==> config.mk <==
export PLATFORM = sky130hd
export DESIGN_NAME = bp_multi_link_serializer
export DESIGN_NICKNAME = d
export VERILOG_FILES = /design/src/rtl/bp_multi_link_serializer.sv
export SDC_FILE = /design/constraint.sdc
export NUM_CORES = 1
export LEC_CHECK = 0
export BUFFER_PORTS_ARGS = -buffer_cell sky130_fd_sc_hd__buf_2
export CORE_AREA = 5 5 87 89
export CTS_CLUSTER_DIAMETER = 120
export CTS_CLUSTER_SIZE = 40
export DETAILED_ROUTE_END_ITERATION = 16
export DIE_AREA = 0 0 92 94
export PLACE_DENSITY_LB_ADDON = 0.1
export SYNTH_ARGS = -nofsm -noshare
export SYNTH_HDL_FRONTEND = slang
export SYNTH_SLANG_ARGS = --single-unit
==> constraint.sdc <==
create_clock -name clk_i -period 5.55 [get_ports clk_i]
set_input_delay 1.11 -clock clk_i [delete_from_list [all_inputs] [get_ports clk_i]]
set_output_delay 1.11 -clock clk_i [all_outputs]
set_load 0.05 [all_outputs]
==> src/rtl/bp_multi_link_serializer.sv <==
// bp_multi_link_serializer
//
// Splits wide words from the core wrapper into narrower off-chip link flits,
// least-significant slice first, under credit-based flow control. A word is
// accepted combinationally (multi_yumi_o) when the block is idle, or during
// the cycle the last slice of the current word goes out. Back-to-back words
// therefore stream with no bubble. Each cycle with link_v_o high spends one
// receiver credit. Each cycle with link_token_i high returns one credit.
//
// Parameters
//   noc_width_p    width of a core word; an integer multiple (>= 2x) of link_width_p
//   link_width_p   width of one link flit
//   link_credits_p receiver buffer depth in flits (initial and maximum credit count)
//
// Ports
//   clk_i          clock, all state on the rising edge
//   reset_n_i      asynchronous active-low reset
//   multi_data_i   word from the core
//   multi_v_i      word valid
//   multi_yumi_o   word consumed this cycle
//   link_data_o    outgoing flit (0 when link_v_o is low)
//   link_v_o       flit valid; the flit counts as sent when high
//   link_token_i   one credit returned per high cycle
//   overflow_o     sticky: a token arrived while credits were already full

module bp_multi_link_serializer #(
  parameter int noc_width_p    = 64,
  parameter int link_width_p   = 16,
  parameter int link_credits_p = 8
) (
  input  logic                    clk_i,
  input  logic                    reset_n_i,
  input  logic [noc_width_p-1:0]  multi_data_i,
  input  logic                    multi_v_i,
  output logic                    multi_yumi_o,
  output logic [link_width_p-1:0] link_data_o,
  output logic                    link_v_o,
  input  logic                    link_token_i,
  output logic                    overflow_o
);

  localparam int ratio_lp    = noc_width_p / link_width_p;
  localparam int slice_w_lp  = $clog2(ratio_lp);
  localparam int credit_w_lp = $clog2(link_credits_p + 1);

  localparam logic [slice_w_lp-1:0]  last_slice_lp  = slice_w_lp'(ratio_lp - 1);
  localparam logic [credit_w_lp-1:0] max_credits_lp = credit_w_lp'(link_credits_p);

  typedef enum logic {IDLE, SEND} state_e;

  state_e                  state_q, state_d;
  logic [noc_width_p-1:0]  holding_q;
  logic [slice_w_lp-1:0]   slice_q, slice_d;
  logic [credit_w_lp-1:0]  credits_q, credits_d;
  logic                    overflow_q, overflow_set;

  logic send, last, accept;

  // A flit leaves only while serialising and the receiver has room.
  assign send = (state_q == SEND) && (credits_q != '0);
  assign last = (slice_q == last_slice_lp);

  // Acceptance is combinational from state, so it is gated by reset.
  // Otherwise an idle block would acknowledge a word while reset is held.
  assign accept = reset_n_i && multi_v_i && ((state_q == IDLE) || (send && last));

  assign multi_yumi_o = accept;
  assign link_v_o     = send;
  assign link_data_o  = send ? holding_q[slice_q*link_width_p +: link_width_p] : '0;
  assign overflow_o   = overflow_q;

  // NOTE: every combinational output gets a default before the case/if tree.
  // This stops a missed branch from inferring a latch.
  always_comb begin
    state_d = state_q;
    slice_d = slice_q;
    unique case (state_q)
      IDLE: begin
        if (accept) begin
          state_d = SEND;
          slice_d = '0;
        end
      end
      SEND: begin
        if (send) begin
          if (last) begin
            // A new word picked up on the last slice keeps the link busy with no gap.
            slice_d = '0;
            state_d = accept ? SEND : IDLE;
          end else begin
            slice_d = slice_q + slice_w_lp'(1);
          end
        end
      end
      default: state_d = IDLE;
    endcase
  end

  // A token and a send in the same cycle cancel.
  // A token with credits already full cannot be stored; it is flagged as an overflow.
  always_comb begin
    credits_d    = credits_q;
    overflow_set = 1'b0;
    if (link_token_i && !send) begin
      if (credits_q == max_credits_lp) overflow_set = 1'b1;
      else                             credits_d    = credits_q + credit_w_lp'(1);
    end else if (send && !link_token_i) begin
      credits_d = credits_q - credit_w_lp'(1);
    end
  end

  // NOTE: state registers use non-blocking assignments so that every flop
  // samples pre-edge values regardless of process ordering.
  always_ff @(posedge clk_i or negedge reset_n_i) begin
    if (!reset_n_i) begin
      state_q    <= IDLE;
      slice_q    <= '0;
      credits_q  <= max_credits_lp;
      overflow_q <= 1'b0;
      // NOTE: the holding register is a plain register, not a RAM. It is
      // cleared on reset so that a partial word never survives reset.
      holding_q  <= '0;
    end else begin
      state_q   <= state_d;
      slice_q   <= slice_d;
      credits_q <= credits_d;
      if (overflow_set) overflow_q <= 1'b1;
      if (accept)       holding_q  <= multi_data_i;
    end
  end

endmodule

==> impl_metrics.py <==
metrics = {
    "logic_synthesis": {
        "ys_top_cells_by_area": "dfrtp_1 (50%), mux2_4 (21%), mux4_2 (10%)",
        "synthArstFlopShare": 1.000,
        "synth_top_area_frac": 0.4967,
        "ys_ff_latch": 72,
        "synth_seq_area_share": 0.5040,
        "synth_common_cells": "dfrtp_1 (71), mux2_4 (49), mux2_2 (17)",
        "yosys.area.top_type": "dfrtp_1",
        "synth.most_common_cell": "dfrtp_1",
        "synth_ff_type": "dfrtp_1",
        "synthDistinctLibCells": 33,
        "synth_nets": 295,
        "synth-edff-count": 0,
        "syn_area_per_cell_um2": 16.04,
        "synth_area_um2": 3577,
        "yosys_warnings": 0,
        "syn_inst": 223,
    },
    "sta": {
        "max_freq_mhz": 272.5,
        "setup_viol": 0,
        "layout_worst_path_cycle_share": 0.6613,
        "fin_crit_ps": 3670,
        "skew_ps": 6.943,
        "rsz0062_at_grt": "no",
        "whs_ps": 492.5,
        "finalSetupTns_ps": 0,
        "max-slew-margin-rel": 0.2770,
        "worst_pin_slew_ps": 1084,
        "drv_slew": 0,
        "hold_violations": 0,
    },
    "final_layout": {
        "final-seq-area_um2": 1803,
        "syn2layout_area_growth_pct": 16.79,
        "antennaDiodeCount": 0,
        "nets": 379,
        "fillers": 555,
        "drive_above_1_share": 0.6032,
        "multi_input_area_um2": 1657,
    },
    "global_routing": {
        "grt_overflow": 0,
        "grt_pass1_wl_mm": 11.21,
        "track_usage": 0.1682,
        "grt_pass1_vias": 2196,
        "grt_start_max_net_pins": 73,
        "antenna_found_initial": 0,
    },
    "drt": {
        "ant_nets": 0,
        "wl_per_cell_um": 17.25,
        "wl_mm": 6.729,
        "route.detailed.drc": 0,
        "via_per_inst": 5.249,
        "num_vias": 2047,
        "drt_first_pass_iters": 4,
        "dr.first_iter.drc_count": 60,
    },
    "critical_path": {
        "regToRegStartpoint": "credits_q[1]",
        "critPathLaunch": "credits_q[1]",
        "worstPathArrival_ps": 2560,
        "path_max_fanout": 22,
        "cp-end-kind": "output pin",
        "critical-path-slowest-cell": "o21ai_2",
        "startpoint_type": "flip-flop",
        "critPathBufInv": 1,
        "crit_family": "compound AO/OA/AOI/OAI gates",
        "crit_chain": "or3_1 -> o21ai_2 -> and2b_1 -> buf_2",
        "required_ps": 4440,
        "crit_type": "reg -> out",
        "max_stage_delay_ps": 810,
    },
    "clocking": {
        "path_clk_slew_ps": 70,
        "root_buffer": "clkbuf_8",
        "cts_setup_buffers": 0,
        "cts-buffers-inserted": 9,
        "cts.repair.resized": 0,
        "cts_buffer_depth": 2,
        "clock-sinks": 72,
        "clk_latency_ps": 330,
        "cts_tree": "built",
        "cts_max_level": 3,
        "cts_hold_buf": 0,
    },
    "die": {
        "design.core.area_um2": 6681,
        "die_h_um": 94,
        "initial_utilization": 0.5354,
        "rows": 30,
        "dieArea_um2": 8648,
        "io_pins": 87,
        "dieWidth_um": 92,
    },
    "run": {
        "cap_violations": 0,
    },
    "pwr": {
        "vdd_ir_drop_max_mv": 0.3559,
        "p_leak_nw": 1.964,
        "power_density_nw_per_um2": 684.5,
    },
    "placement": {
        "place_congestion": 0.7056,
        "port_buffers": 86,
        "hpwl_mm": 4.497,
    },
    "worst_hold_path": {
        "hold_path.class": "reg -> reg",
        "min_from": "overflow_o",
    },
    "outcome": {
        "run_status": "finished clean",
    },
}
-- layout by cell type, fill, tap and decap left out, types with 2 or more instances in the layout --
master	count
and2b_1	3
xor2_1	3
clkbuf_8	10
a31oi_1	2
ha_1	3
clkbuf_1	3
o21ai_0	2
nand2_1	5
mux4_2	16
mux2_4	49
mux2_2	17
nand3_1	2
nor2b_1	14
inv_1	3
dfrtp_1	71
buf_2	86
buf_4	3
-- cell families after synthesis --
| family | share of synthesized area |
|---|---|
| adders and majority gates | 0.01609 |
| muxes | 0.3627 |
| buffers and inverters | 0.03603 |
| AOI/OAI and AO/OA | 0.02659 |
| xor gates and xnor gates | 0.007347 |
| DFF | 0.5040 |
| and+or+nand+nor | 0.04722 |
-- routing by layer --
layer	track usage	vias up	routed length, µm
li1	-	971	-
met1	0.2309	1016	3145
met2	0.2561	55	3112
met3	0.06330	5	414
met4	0.03713	0	57
met5	0	-	0
-- path summary, 6_finish.rpt --
path                             endpoint  slack (ps)  cells after the start
setup / recovery           link_data_o[9]        1880                      4
hold / removal                 overflow_o         490                      1
setup reg to reg             credits_q[3]        2330                      8
hold reg to reg                overflow_o         490                      1
max in group asynchronous   holding_q[58]        3960                      2
min in group asynchronous   holding_q[48]        1010                      2
-- layout make-up --
| type | instances | share of cell area |
|---|---|---|
| timing repair buffer | 89 | 0.1084 |
| clock inverter | 1 | 0.001198 |
| tap | 80 | 0.02396 |
| multi-input combinational | 132 | 0.3965 |
| inverter | 3 | 0.002695 |
| clock buffer | 13 | 0.03564 |
| sequential | 72 | 0.4316 |
-- worst reg2reg max path, stage by stage (launching register included) --
cell	delay [ps]
dfrtp_1	420
or3_1	520
o21ai_2	810
nand2_1	260
ha_1	340
a21o_1	180
a21oi_1	250
mux2i_1	220
o221ai_1	130
-- through the flow --
stage / total power (W) / area (µm²) / worst slack [ps] / instances / util
2_1_floorplan: 0.002240 / 3577 / 2528 / 223 / -
3_3_place_gp: 0.002510 / 4024 / 2202 / 376 / 0.6022
3_5_place_dp: 0.002540 / 4024 / 2179 / 376 / 0.6022
4_1_cts: 0.002899 / 4178 / 1802 / 390 / 0.6253
5_1_grt: 0.003045 / 4178 / 1668 / 390 / 0.6253
6_report: 0.002860 / 4178 / 1880 / 390 / 0.6253
-- sequential cells by signal (all words and copies together), names as in the netlist --
register    cells
state_q         1
slice_q         2
credits_q       4
holding_q      64
overflow_o      1
-- power breakdown --
group | internal, W | switching, W
sequential | 0.000798 | 0.000203
combinational | 0.000741 | 0.000772
clock | 0.000170 | 0.000175
(Power assumes the default switching activity.)
